==> config.mk <==
export PLATFORM = sky130hd
export DESIGN_NAME = mz_pulse_sequencer
export DESIGN_NICKNAME = d
export VERILOG_FILES = /design/src/rtl/mz_pulse_sequencer.sv
export SDC_FILE = /design/constraint.sdc
export NUM_CORES = 1
export LEC_CHECK = 0
export ABC_AREA = 1
export BUFFER_PORTS_ARGS = -buffer_cell sky130_fd_sc_hd__buf_2
export CAP_MARGIN = 20
export CORE_ASPECT_RATIO = 0.75
export CORE_MARGIN = 2
export CORE_UTILIZATION = 53
export DETAILED_ROUTE_END_ITERATION = 8
export PLACE_DENSITY_LB_ADDON = 0.08
export SYNTH_ARGS = -nofsm -noshare
export SYNTH_HDL_FRONTEND = slang
export SYNTH_SLANG_ARGS = --single-unit
==> constraint.sdc <==
create_clock -name clk -period 4.9 [get_ports clk]
set_input_delay 0.98 -clock clk [delete_from_list [all_inputs] [get_ports clk]]
set_output_delay 0.98 -clock clk [all_outputs]
set_load 0.01 [all_outputs]
==> src/rtl/mz_pulse_sequencer.sv <==
// Triggered Mach-Zehnder RF pulse-train sequencer:
// delay, pi/2, interval, pi, interval, pi/2, with gap and multi-shot repeat.
module mz_pulse_sequencer #(
    parameter int CNT_W  = 32,
    parameter int SHOT_W = 16
) (
    input  logic              clk,
    input  logic              rst_n,
    input  logic              trig,
    input  logic              abort,
    input  logic [CNT_W-1:0]  cfg_delay,
    input  logic [CNT_W-1:0]  cfg_pi2_len,
    input  logic [CNT_W-1:0]  cfg_pi_len,
    input  logic [CNT_W-1:0]  cfg_interval,
    input  logic [CNT_W-1:0]  cfg_gap,
    input  logic [SHOT_W-1:0] cfg_shots,
    output logic              rf,
    output logic [2:0]        phase,
    output logic              busy,
    output logic              done,
    output logic              aborted,
    output logic              err_cfg,
    output logic [SHOT_W-1:0] shot_count
);

    typedef enum logic [2:0] {
        S_IDLE  = 3'd0,
        S_DELAY = 3'd1,
        S_PI2_A = 3'd2,
        S_INT1  = 3'd3,
        S_PI    = 3'd4,
        S_INT2  = 3'd5,
        S_PI2_B = 3'd6,
        S_GAP   = 3'd7
    } state_t;

    state_t             state, state_n;
    logic [CNT_W-1:0]   cnt, cnt_n;
    logic [CNT_W-1:0]   d_q, p2_q, p_q, i_q, g_q;
    logic [SHOT_W-1:0]  n_q;

    logic [CNT_W-1:0]   eff_d, eff_p2, eff_p, eff_i, eff_g, len_n;
    logic [SHOT_W:0]    n_eff, shots_after;
    logic               accept, reject, shot_inc, done_n, aborted_n, rf_n;

    // In IDLE the live config is what the next run will use.
    assign eff_d  = (state == S_IDLE) ? cfg_delay    : d_q;
    assign eff_p2 = (state == S_IDLE) ? cfg_pi2_len  : p2_q;
    assign eff_p  = (state == S_IDLE) ? cfg_pi_len   : p_q;
    assign eff_i  = (state == S_IDLE) ? cfg_interval : i_q;
    assign eff_g  = (state == S_IDLE) ? cfg_gap      : g_q;

    assign n_eff       = (n_q == '0) ? (SHOT_W+1)'(1) : {1'b0, n_q};
    assign shots_after = {1'b0, shot_count} + (SHOT_W+1)'(1);

    always_comb begin
        state_n   = state;
        accept    = 1'b0;
        reject    = 1'b0;
        shot_inc  = 1'b0;
        done_n    = 1'b0;
        aborted_n = 1'b0;
        if (abort) begin
            if (state != S_IDLE) begin
                state_n   = S_IDLE;
                aborted_n = 1'b1;
            end
        end else begin
            unique case (state)
                S_IDLE: begin
                    if (trig) begin
                        if (cfg_pi2_len == '0 || cfg_pi_len == '0) begin
                            reject = 1'b1;
                        end else begin
                            accept  = 1'b1;
                            state_n = (cfg_delay != '0) ? S_DELAY : S_PI2_A;
                        end
                    end
                end
                S_DELAY: if (cnt == '0) state_n = S_PI2_A;
                S_PI2_A: if (cnt == '0) state_n = (eff_i != '0) ? S_INT1 : S_PI;
                S_INT1:  if (cnt == '0) state_n = S_PI;
                S_PI:    if (cnt == '0) state_n = (eff_i != '0) ? S_INT2 : S_PI2_B;
                S_INT2:  if (cnt == '0) state_n = S_PI2_B;
                S_PI2_B: begin
                    if (cnt == '0) begin
                        shot_inc = 1'b1;
                        if (shots_after < n_eff) begin
                            state_n = (eff_g != '0) ? S_GAP : S_PI2_A;
                        end else begin
                            state_n = S_IDLE;
                            done_n  = 1'b1;
                        end
                    end
                end
                S_GAP:   if (cnt == '0) state_n = S_PI2_A;
                default: state_n = S_IDLE;
            endcase
        end
    end

    always_comb begin
        len_n = '0;
        case (state_n)
            S_DELAY:         len_n = eff_d;
            S_PI2_A, S_PI2_B: len_n = eff_p2;
            S_INT1, S_INT2:  len_n = eff_i;
            S_PI:            len_n = eff_p;
            S_GAP:           len_n = eff_g;
            default:         len_n = '0;
        endcase
        cnt_n = cnt;
        if (state_n == S_IDLE) begin
            cnt_n = '0;
        end else if (state_n != state) begin
            cnt_n = len_n - CNT_W'(1);
        end else if (cnt != '0) begin
            cnt_n = cnt - CNT_W'(1);
        end
        rf_n = (state_n == S_PI2_A) || (state_n == S_PI) ||
               (state_n == S_PI2_B);
    end

    always_ff @(posedge clk or negedge rst_n) begin
        if (!rst_n) begin
            state      <= S_IDLE;
            cnt        <= '0;
            d_q        <= '0;
            p2_q       <= '0;
            p_q        <= '0;
            i_q        <= '0;
            g_q        <= '0;
            n_q        <= '0;
            rf         <= 1'b0;
            done       <= 1'b0;
            aborted    <= 1'b0;
            err_cfg    <= 1'b0;
            shot_count <= '0;
        end else begin
            state   <= state_n;
            cnt     <= cnt_n;
            rf      <= rf_n;
            done    <= done_n;
            aborted <= aborted_n;
            if (accept) begin
                d_q        <= cfg_delay;
                p2_q       <= cfg_pi2_len;
                p_q        <= cfg_pi_len;
                i_q        <= cfg_interval;
                g_q        <= cfg_gap;
                n_q        <= cfg_shots;
                shot_count <= '0;
                err_cfg    <= 1'b0;
            end else if (shot_inc) begin
                shot_count <= shot_count + SHOT_W'(1);
            end
            if (reject) err_cfg <= 1'b1;
        end
    end

    assign phase = state;
    assign busy  = (state != S_IDLE);

endmodule

After elaboration in Yosys (flattened, before gate mapping)
Cells that the tools add are included.

word-level totals
  flip-flop bits (word level) = 231
  bits in latches = 0
  RAM bits = 0
  ROM bits = 0
  bits of input ports = 180
  output and inout bits = 24
  word-level logic and storage cells = 100
  memories kept = 0

operators by class
  $add $sub $neg = 4
  multiply operators = 0
  divide/modulo/power cells = 0
  $lt $le $gt $ge = 1
  eq/ne operators = 15
  shift operators = 0
  muxes and demuxes = 47
  bitwise gates (word level) = 0
  reductions and logical operators = 20

operator list
  kind                                                                   count
  32-bit two-way mux                                                     8
  32-bit case mux with 5 select lines                                    1
  32-bit nonzero test                                                    4
  32-bit logical NOT                                                     3
  32-bit by 1-bit subtractor with 32-bit output (second input constant)  2
  16-bit two-way mux                                                     3
  3-bit two-way mux                                                      13
  3-bit == test (second input constant)                                  8
  3-bit case mux with 7 select lines                                     1
  1-bit two-way mux                                                      19
  16-bit by 1-bit adder with 17-bit output (second input constant)       1
  17-bit by 16-bit < comparator with 1-bit output                        1
  16-bit by 1-bit adder with 16-bit output (second input constant)       1
  16-bit logical NOT                                                     1
  3-bit by 2-bit == test with 1-bit output (second input constant)       4
  3-bit by 1-bit == test with 1-bit output (second input constant)       2
  3-bit logical NOT                                                      2
  3-bit nonzero test                                                     2
  2-bit OR reduction                                                     3
  2-bit two-way mux                                                      2
  2-bit nonzero test                                                     2
  1-bit logical OR                                                       3
  3-bit inequality test                                                  1

Depth between registers and ports, before layout
Gate-level depths: netlist of the first run.

  word-level depth = 14
  gate-level depth with buffers = 39

Least setup slack after synthesis of the first run
No wires, ideal clock.

  path type = register to register
  start = register shot_count[2]
  end = register cnt[12]
  setup time = 0.121 ns
  arrival = 4.491 ns
  required time = 4.779 ns
  setup slack = 0.288 ns
  cell stages (with the launch flop) = 35
  period minus slack after synthesis = 4.612 ns
  cell sequence = dfrtp_1 -> nand3_1 -> nor3_1 -> inv_1 -> nor2_1 -> and3_1 -> nand3_1 -> xor2_1 -> ha_1 -> nand3_1 -> nor2_1 -> inv_1 -> a21oi_1 -> nand3_1 -> nand2_1 -> nand2_1 -> nand3_1 -> nand3_1 -> nand2_1 -> nand2_1 -> buf_6 -> inv_2 -> nand2_1 -> nor2_4 -> nor2_1 -> buf_6 -> buf_4 -> a21oi_2 -> ha_1 -> nand3_1 -> nor2_4 -> nand3_2 -> nor2_1 -> xor2_1 -> nor2_1

on the way
  longest elaborated chain between the ends = 12

ends and longest elaborated chain
  item                                                                              line  RTL
  start: declaration                                                                23    output logic [SHOT_W-1:0] shot_count
  start signal: assignment                                                          155   shot_count <= shot_count + SHOT_W'(1);
  16-bit by 1-bit adder with 17-bit output (*)                                      54    assign shots_after = {1'b0, shot_count} + (SHOT_W+1)'(1);
  17-bit by 16-bit < comparator with 1-bit output (*)                               88    if (shots_after < n_eff) begin
  3-bit two-way mux (*)                                                             88
  3-bit two-way mux (*)                                                             86    if (cnt == '0) begin
  3-bit case mux with 7 select lines (*)                                            69    unique case (state)
  3-bit two-way mux (*)                                                             63    if (abort) begin
  3-bit by 2-bit == test with 1-bit output / 3-bit == test (equally long branches)  104   case (state_n)
  2-bit OR reduction                                                                104
  32-bit case mux with 5 select lines                                               104
  32-bit by 1-bit subtractor with 32-bit output                                     116   cnt_n = len_n - CNT_W'(1);
  32-bit two-way mux                                                                115   end else if (state_n != state) begin
  32-bit two-way mux                                                                113   if (state_n == S_IDLE) begin
  end signal: assignment                                                            141   cnt <= cnt_n;
  end: declaration                                                                  38    logic [CNT_W-1:0] cnt, cnt_n;

Every way passes the cells marked *; elsewhere a longest branch is shown, timed or not.
A chain may end at the register's enable or synchronous reset.

Worst setup path after layout of the first run
  start = register shot_count[1]
  end = register cnt[18]

The elaborated chain is that of the path after synthesis.

==> metrics.txt, run 1 <==
layout overhead on the synthesized area 24.1%; Num CTS Buffers 25; global-route wire length before repair 81400 um; CP delay by family, top simple AND/OR/NAND/NOR gates; DR WL/cell 17.8 um; post-synthesis adder-cell area fraction 1.40%; Die ar. 30000 sq um; unrepaired setup endpoints after global routing yes; Root Driver clkbuf_16; Tot Pwr 12.2 mW; Crit Path Class reg2reg; worst-path fanout max 19; status finished clean; DRC violations left 0; Post-Syn Area 15200 sq um; IO Port Bufs 203; Final setup viols 0; Syn Inst Count 2359; RD Place Congestion 0.987; Crit. End Element register; FP Rows 53; Yosys reg bits 231; detailed placement HPWL 39600 um; CTS tree built; HP Class in2async; vias in the first global route 14684; Placed Instances 2935; r2r endpoint cnt[18]$_DFFE_PN0P_; Layout fillers 2621; commonest non-fill, non-tap cell in the layout nand2_1; Seq pwr share 25.9%; initial drt markers 1874; endpoints failing hold 0; Sw Share 48.4%; reg-to-reg startpoint shot_count[1]$_DFFE_PN0P_; combinational power share 57.9%; switching power 5.89 mW; relative max-transition margin 25.9%; # diodes 0; Worst R2R Setup Slack 60 ps; pin count of the biggest net entering global routing 281; drt pass-1 iters 7; CTS Sinks 231; Routed Antenna Nets 0; Routed Wire Length 53700 um; layout cells sized above 1 21.0%; TNS Setup 0 ps; routed vias/inst 5.52; depth of the CTS H-tree 1; Power per Cell Area 645 nW/um^2; Placement Cell Area 17100 sq um; WP data arrival 5320 ps; antenna violations before repair 0; # hold bufs at CTS 0; critical path's largest stage delay 400 ps; routed via count 16634; final worst path period need 4840 ps; cell mode on critical path nand2_1; Final Skew 9.94 ps; post-route cell area 18800 sq um; Slowest cell on crit path dfrtp_1; Initial Util 54.0%; Post-Synth XOR/XNOR Area 0.923%; Seq/Total Area, Yosys 38.1%; Max Fclk 206 MHz; chip height 151 um; largest family of logic cells by synthesized area simple AND/OR/NAND/NOR gates; worst path required time 5370 ps; Clk network pwr share 16.2%; Non-Filler Instances 3015; Netlist cell types 39; Avg Cell Area, Syn 6.44 sq um; leakage 10.3 nW; Mapped Nets 2556; die width 199 um; MaxCap Viol Count 0; Tot GR Track Use 35.1%; Compound-Gate Fraction of Synth Area 12.6%; grt ovf 0; most frequent cells in the layout nand2_1 (810), inv_1 (280), o21ai_0 (280); clock latency at the later pin of the worst-skew pair 540 ps; crit path launch shot_count[1]$_DFFE_PN0P_; FF-to-FF path depth 39; CTS Buffer Depth 3; multiplexer share of the synthesized area 0%; startpoint types register; Worst Path Buf+Inv 5; core box area 28100 sq um; nets 2811; fin crit share 98.8%; worst vdd ir 0.344 mV; IO Pins 204; simple-gate share of the synthesized area 35.8%; Cell Int Power 6.27 mW; clk slew on worst S/H paths 60 ps; Final Max Tran Viols 0; worst slew pin tran 1110 ps; warnings from Yosys 0
## routing by layer
metal	vias up	global-route usage [%]	wire length (um)	part of all wire, %
met1	7695	55.1	24600	46
met2	850	48.9	21600	40
li1	7996	-	-	-
met4	0	8.26	1370	2.6
met3	93	7.30	6140	11
met5	-	0	0	0
## state kept, by name (all words and copies together) (netlist names)
register and count:
cnt 32, d_q 32, g_q 32, i_q 32
p2_q 32, p_q 32, n_q 16, shot_count 16
phase 3, aborted 1, done 1, err_cfg 1
rf 1
## cell usage after synthesis, drive strengths merged
| master | instances | area share, % |
|---|---|---|
| nor4 | 15 | 0.62 |
| buf | 47 | 2.0 |
| ha | 17 | 1.4 |
| o2111ai | 1 | 0.058 |
| nand3b | 1 | 0.049 |
| xnor2 | 3 | 0.17 |
| dfrtp | 231 | 38 |
| nor3b | 1 | 0.049 |
| a21oi | 41 | 1.5 |
| a21o | 1 | 0.049 |
| clkbuf | 78 | 1.9 |
| nor2 | 237 | 6.3 |
| nor3 | 12 | 0.40 |
| and2 | 1 | 0.041 |
| or2 | 1 | 0.041 |
| a211oi | 4 | 0.20 |
| o21ai | 307 | 10 |
| nand3 | 92 | 3.1 |
| clkinv | 1 | 0.025 |
| and3 | 1 | 0.041 |
| a21boi | 8 | 0.40 |
| nand4 | 98 | 4.0 |
| inv | 290 | 7.2 |
| o211ai | 5 | 0.25 |
| nand2 | 853 | 21 |
| xor2 | 13 | 0.75 |
## cell families (layout without fill, tap and decap cells)
logic type | Yosys count | count (layout)
fa+ha+maj | 17 | 17
flops | 231 | 231
compound gates | 367 | 367
simple gates | 1312 | 1312
buf+inv | 416 | 687
xor+xnor | 16 | 16
## area by class of cell
type | instances | area [sq um] | area share [%]
multi-input combinational | 1712 | 8290 | 44.0
sequential | 231 | 5780 | 30.7
timing repair buffer | 353 | 2360 | 12.6
inverter | 291 | 1090 | 5.81
clock buffer | 31 | 688 | 3.65
tap | 385 | 482 | 2.56
clock inverter | 12 | 143 | 0.757
## repair_timing
action,CTS,global route
pin swaps,0,70
buffers inserted,0,35
gates cloned,0,2
resized for setup,10,160
endpoints found under the setup margin,22,30
## metrics by stage
stage / hold slack, ps / utilization, % / worst slack [ps]
2_1_floorplan: 449 / - / 288
3_3_place_gp: 462 / 60.7 / -29.5
3_5_place_dp: 465 / 60.7 / -90.8
4_1_cts: 450 / 63.8 / 22.6
5_1_grt: 467 / 67.0 / -292
6_report: 422 / 67.0 / 56.6
## power by group through the flow
stage	logic, mW	registers [mW]	clock network (mW)
detailed placement	5.92	3.16	0
CTS	5.98	3.14	1.98
finish	7.04	3.15	1.96
global placement	5.84	3.13	0
global route	7.71	3.25	2.06
floorplan	3.92	3.06	0
## worst max-delay path by stage
stage                           to  slack (ps)  depth (start not counted)
2_1_floorplan  cnt[12]$_DFFE_PN0P_         290                         34
3_3_place_gp   cnt[31]$_DFFE_PN0P_         -30                         36
3_5_place_dp   cnt[18]$_DFFE_PN0P_         -90                         38
4_1_cts        cnt[24]$_DFFE_PN0P_          20                         37
5_1_grt        cnt[18]$_DFFE_PN0P_        -290                         37
6_report       cnt[18]$_DFFE_PN0P_          60                         39
(Power assumes the default switching activity.)
==> run 2: changes to the inputs <==
--- a/config.mk
+++ b/config.mk
@@ -13,6 +13,7 @@
 export CORE_UTILIZATION = 53
 export DETAILED_ROUTE_END_ITERATION = 8
 export PLACE_DENSITY_LB_ADDON = 0.08
+export REMOVE_ABC_BUFFERS = 1
 export SYNTH_ARGS = -nofsm -noshare
 export SYNTH_HDL_FRONTEND = slang
 export SYNTH_SLANG_ARGS = --single-unit
==> metrics.txt, run 2 (same netlist as run 1, synthesis figures left out) <==
FP Rows 53; layout overhead on the synthesized area 26.4%; commonest non-fill, non-tap cell in the layout nand2_1; startpoint types register; MaxCap Viol Count 0; IO Port Bufs 203; antenna violations before repair 0; core box area 28100 sq um; WP data arrival 5380 ps; relative max-transition margin 33.7%; GRT met2 Usage 51.4%; Crit. End Element register; # hold bufs at CTS 0; Num CTS Buffers 26; # diodes 0; pin count of the biggest net entering global routing 148; clock latency at the later pin of the worst-skew pair 560 ps; Slowest cell on crit path dfrtp_1; die width 199 um; leakage 10.4 nW; CTS Sinks 231; IO Pins 204; chip height 151 um; Max Fclk 204 MHz; post-route setup slack 5.41 ps; Power per Cell Area 642 nW/um^2; met1 usage 54.0%; Worst R2R Setup Slack 5 ps; hold slack 449 ps; HP Class in2async; RD Place Congestion 0.974; Tot GR Track Use 35.4%; Routed Antenna Nets 0; status finished clean; worst slew pin tran 993 ps; depth of the CTS H-tree 1; unrepaired setup endpoints after global routing yes; GR peak layer met1; fin crit share 99.9%; drt pass-1 iters 6; Initial Util 54.0%; endpoints failing hold 0; Routed Wire Length 54100 um; vias in the first global route 14713; critical path's largest stage delay 400 ps; reg-to-reg startpoint shot_count[0]$_DFFE_PN0P_; clk slew on worst S/H paths 70 ps; final worst path period need 4890 ps; DRC violations left 0; Final setup viols 0; CTS Buffer Depth 3; detailed placement HPWL 39300 um; most frequent cells in the layout nand2_1 (788), o21ai_0 (279), inv_1 (275); global-route wire length before repair 81400 um; Root Driver clkbuf_16; layout cells sized above 1 22.8%; Placement Setup Slack -422 ps; Final Max Tran Viols 0; CTS tree built; cell mode on critical path nor2_4; routed via count 16560; Die ar. 30000 sq um; initial drt markers 1868; worst vdd ir 0.314 mV; routed vias/inst 5.48; Final Skew 19.0 ps; nets 2817; final core utilization 68.2%; Layout fillers 2582; crit path launch shot_count[0]$_DFFE_PN0P_; worst-path fanout max 5; grt met3 use 5.85%; Crit Path Class reg2reg; DR WL/cell 17.9 um; worst path required time 5390 ps; grt ovf 0
==> run 2: cell type report <==
| type | count | area, sq um | area share (%) |
|---|---|---|---|
| sequential | 231 | 5780 | 30.1 |
| clock buffer | 33 | 728 | 3.80 |
| multi-input combinational | 1713 | 8550 | 44.6 |
| inverter | 291 | 1100 | 5.72 |
| clock inverter | 10 | 105 | 0.548 |
| timing repair buffer | 357 | 2440 | 12.7 |
| tap | 385 | 482 | 2.51 |
==> run 2: power by group <==
part	internal, mW	total [mW]	switching [mW]
registers	2.73	3.16	0.433
logic	2.54	7.16	4.62
clock network	1.15	1.99	0.841
total	6.42	12.3	5.89
==> run 2: critical path: cells and delay by family (launching register included) <==
| kind | cells | cell delay [ps] |
|---|---|---|
| and+or+nand+nor | 28 | 2980 |
| AOI/OAI and AO/OA | 1 | 130 |
| adders and majority gates | 2 | 540 |
| DFF | 1 | 400 |
| buffers and inverters | 6 | 590 |
| xor gates and xnor gates | 1 | 170 |
==> run 2: worst paths after layout <==
kind	to	cells past startpoint
setup / recovery	cnt[18]$_DFFE_PN0P_	38
hold / removal	g_q[27]$_DFFE_PN0P_	1
setup reg to reg	cnt[18]$_DFFE_PN0P_	38
hold reg to reg	i_q[0]$_DFFE_PN0P_	2
max in group asynchronous	i_q[23]$_DFFE_PN0P_	2
min in group clk	i_q[0]$_DFFE_PN0P_	2
==> run 2: per-layer routing <==
| metal | vias up | share of wire, % |
|---|---|---|
| li1 | 7983 | - |
| met1 | 7676 | 46 |
| met2 | 804 | 42 |
| met3 | 97 | 9.3 |
| met4 | 0 | 3.1 |
| met5 | - | 0 |
==> run 2: stage by stage <==
step | area (sq um) | power, mW | setup TNS, ps | std cells
after floorplan | 14600 | 6.85 | -770910 | 2234
after global placement | 17200 | 8.99 | -6020 | 2943
after detailed placement | 17200 | 9.10 | -8910 | 2943
after CTS | 18200 | 11.4 | 0 | 2994
after global routing | 19200 | 13.2 | -4290 | 3020
final | 19200 | 12.3 | 0 | 3020
==> run 2: timing repair <==
item	4_1_cts	5_1_grt
pin swaps	17	78
buffers inserted	8	24
resized for setup	57	186
hold endpoints to repair	0	0
cloned	0	4
endpoints found under the setup margin	29	31
==> run 3: changes to the inputs <==
--- a/config.mk
+++ b/config.mk
@@ -5,7 +5,7 @@
 export SDC_FILE = /design/constraint.sdc
 export NUM_CORES = 1
 export LEC_CHECK = 0
-export ABC_AREA = 1
+export ABC_AREA = 0
 export BUFFER_PORTS_ARGS = -buffer_cell sky130_fd_sc_hd__buf_2
 export CAP_MARGIN = 20
 export CORE_ASPECT_RATIO = 0.75
==> metrics.txt, run 3 <==
Die ar. 28500 sq um; fin crit share 113%; Placed Instances 2345; die width 194 um; startpoint types register; Tot Pwr 12.0 mW; vias in the first global route 14686; top-area cell type share of the netlist area 40.2%; clock latency at the later pin of the worst-skew pair 550 ps; unrepaired setup endpoints after global routing yes; Netlist cell types 99; chip height 147 um; CTS Sinks 231; Final Max Tran Viols 0; synth cell count leaders dfrtp_1 (231), nand2_1 (170), mux2_2 (161); Max Fclk 181 MHz; nets 2271; pin count of the biggest net entering global routing 104; antenna violations before repair 2; Non-Filler Instances 2443; Routed Antenna Nets 0; cell taking the most area after synthesis dfrtp_1; core box area 26800 sq um; worst-path fanout max 5; HP Class in2async; Initial Util 53.6%; Syn Inst Count 1494; Final Skew 15.0 ps; warnings from Yosys 0; Clk network pwr share 16.4%; RD Place Congestion 0.992; Sw Share 41.4%; most frequent cells in the layout buf_4 (402), dfrtp_1 (229), buf_2 (203); most common cell in the netlist dfrtp_1; WP data arrival 6000 ps; worst vdd ir 0.423 mV; Synth Flop Type dfrtp_1; ys async rst share 100%; routed vias/inst 6.28; final worst path period need 5520 ps; reg-to-reg startpoint shot_count[0]$_DFFE_PN0P_; depth of the CTS H-tree 1; relative max-transition margin 41.5%; grt ovf 0; Crit. End Element register; Num CTS Buffers 25; global-route wire length before repair 86200 um; Placement Setup Slack -954 ps; CTS Buffer Depth 3; initial drt markers 1852; Avg Cell Area, Syn 9.62 sq um; clk slew on worst S/H paths 70 ps; worst slew pin tran 878 ps; MaxCap Viol Count 0; Cell Int Power 7.05 mW; Seq pwr share 27.9%; drt pass-1 iters 9; IO Port Bufs 203; dominant cells by area after synthesis dfrtp_1 (40%), mux2_2 (13%), mux2i_1 (4.5%); layout overhead on the synthesized area 44.8%; critical path's largest stage delay 590 ps; IO Pins 204; Post-Syn Area 14400 sq um; CTS tree built; DRC violations left 0; Power per Cell Area 578 nW/um^2; final core utilization 77.6%; Crit Path Class reg2reg; leakage 9.48 nW; detailed placement HPWL 43100 um; Root Driver clkbuf_16; worst path required time 5390 ps; Layout fillers 1905; switching power 4.98 mW; FP Rows 52; endpoints failing hold 0; combinational power share 55.8%; failing checks setup timing; Final setup viols 26; DR WL/cell 24.0 um; status complete, but fails checks; Slowest cell on crit path or4_4; Routed Wire Length 58500 um; Seq/Total Area, Yosys 40.2%; Tot GR Track Use 39.3%; Yosys reg bits 231; crit path launch shot_count[0]$_DFFE_PN0P_; post-route setup slack -616 ps; Post-synth EDFFs 0; hold slack 485 ps; routed via count 15338; layout cells sized above 1 48.0%; commonest non-fill, non-tap cell in the layout buf_4
run 3: timing repair:
item	4_1_cts	5_1_grt
resized for setup	72	128
buffers inserted	24	27
hold buffers	0	0
endpoints found under the setup margin	29	37
pin swaps	32	67
gates cloned	1	3
run 3: kinds of logic after synthesis:
group / count (synthesis) / synth area share [%]
and+or+nand+nor: 580 / 20.7
DFF: 231 / 40.2
muxes: 228 / 17.5
AOI/OAI and AO/OA: 286 / 14.5
buffers and inverters: 120 / 3.53
adders and majority gates: 17 / 1.48
xor gates and xnor gates: 32 / 1.95
run 3: routing by layer:
metal	wire [um]	global-route usage, %	vias to the layer above	share of wire, %
met5	0	0	-	0
met4	1530	9.58	0	2.6
met3	6870	11.6	97	12
met2	25100	57.7	907	43
met1	25000	57.0	7557	43
li1	-	-	6777	-
run 3: power groups by stage:
stage,logic [mW],registers [mW],clock network (mW)
after floorplan,3.22,3.10,0
after global placement,5.38,3.30,0
after detailed placement,5.48,3.33,0
after CTS,5.87,3.32,1.97
after global routing,7.10,3.43,2.04
final,6.71,3.35,1.97
run 3: worst max-delay path, delay by kind of cell, from the launching register on:
family                   cells  cell delay [ps]
XOR/XNOR                     1              160
flip-flops                   1              440
buffers and inverters        4              570
AO/OA/AOI/OAI                3              810
adder cells (fa/ha/maj)      1              290
AND/OR/NAND/NOR             16             3180
run 3: layout make-up:
cell class,instances,area [sq um],area share [%]
antenna,2,5.00,0.0241
clock buffer,37,741,3.56
clock inverter,6,86.3,0.415
inverter,27,116,0.559
multi-input combinational,1143,9020,43.4
sequential,231,5780,27.8
tap,351,439,2.11
timing repair buffer,646,4610,22.2
run 3: final timing paths:
path	to	slack (ps)	cells after the start
max	cnt[19]$_DFFE_PN0P_	-620	25
min	g_q[1]$_DFFE_PN0P_	480	1
max reg2reg	cnt[19]$_DFFE_PN0P_	-620	25
min reg2reg	p2_q[22]$_DFFE_PN0P_	500	1
max in group asynchronous	p_q[11]$_DFFE_PN0P_	3170	2
min in group clk	p2_q[22]$_DFFE_PN0P_	500	1
run 3: per-stage QoR:
step | TNS, ps | area (sq um)
after floorplan | -1624070 | 14000
after global placement | -25220 | 18400
after detailed placement | -26980 | 18400
after CTS | -5530 | 19800
after global routing | -14650 | 20800
final | -10030 | 20800
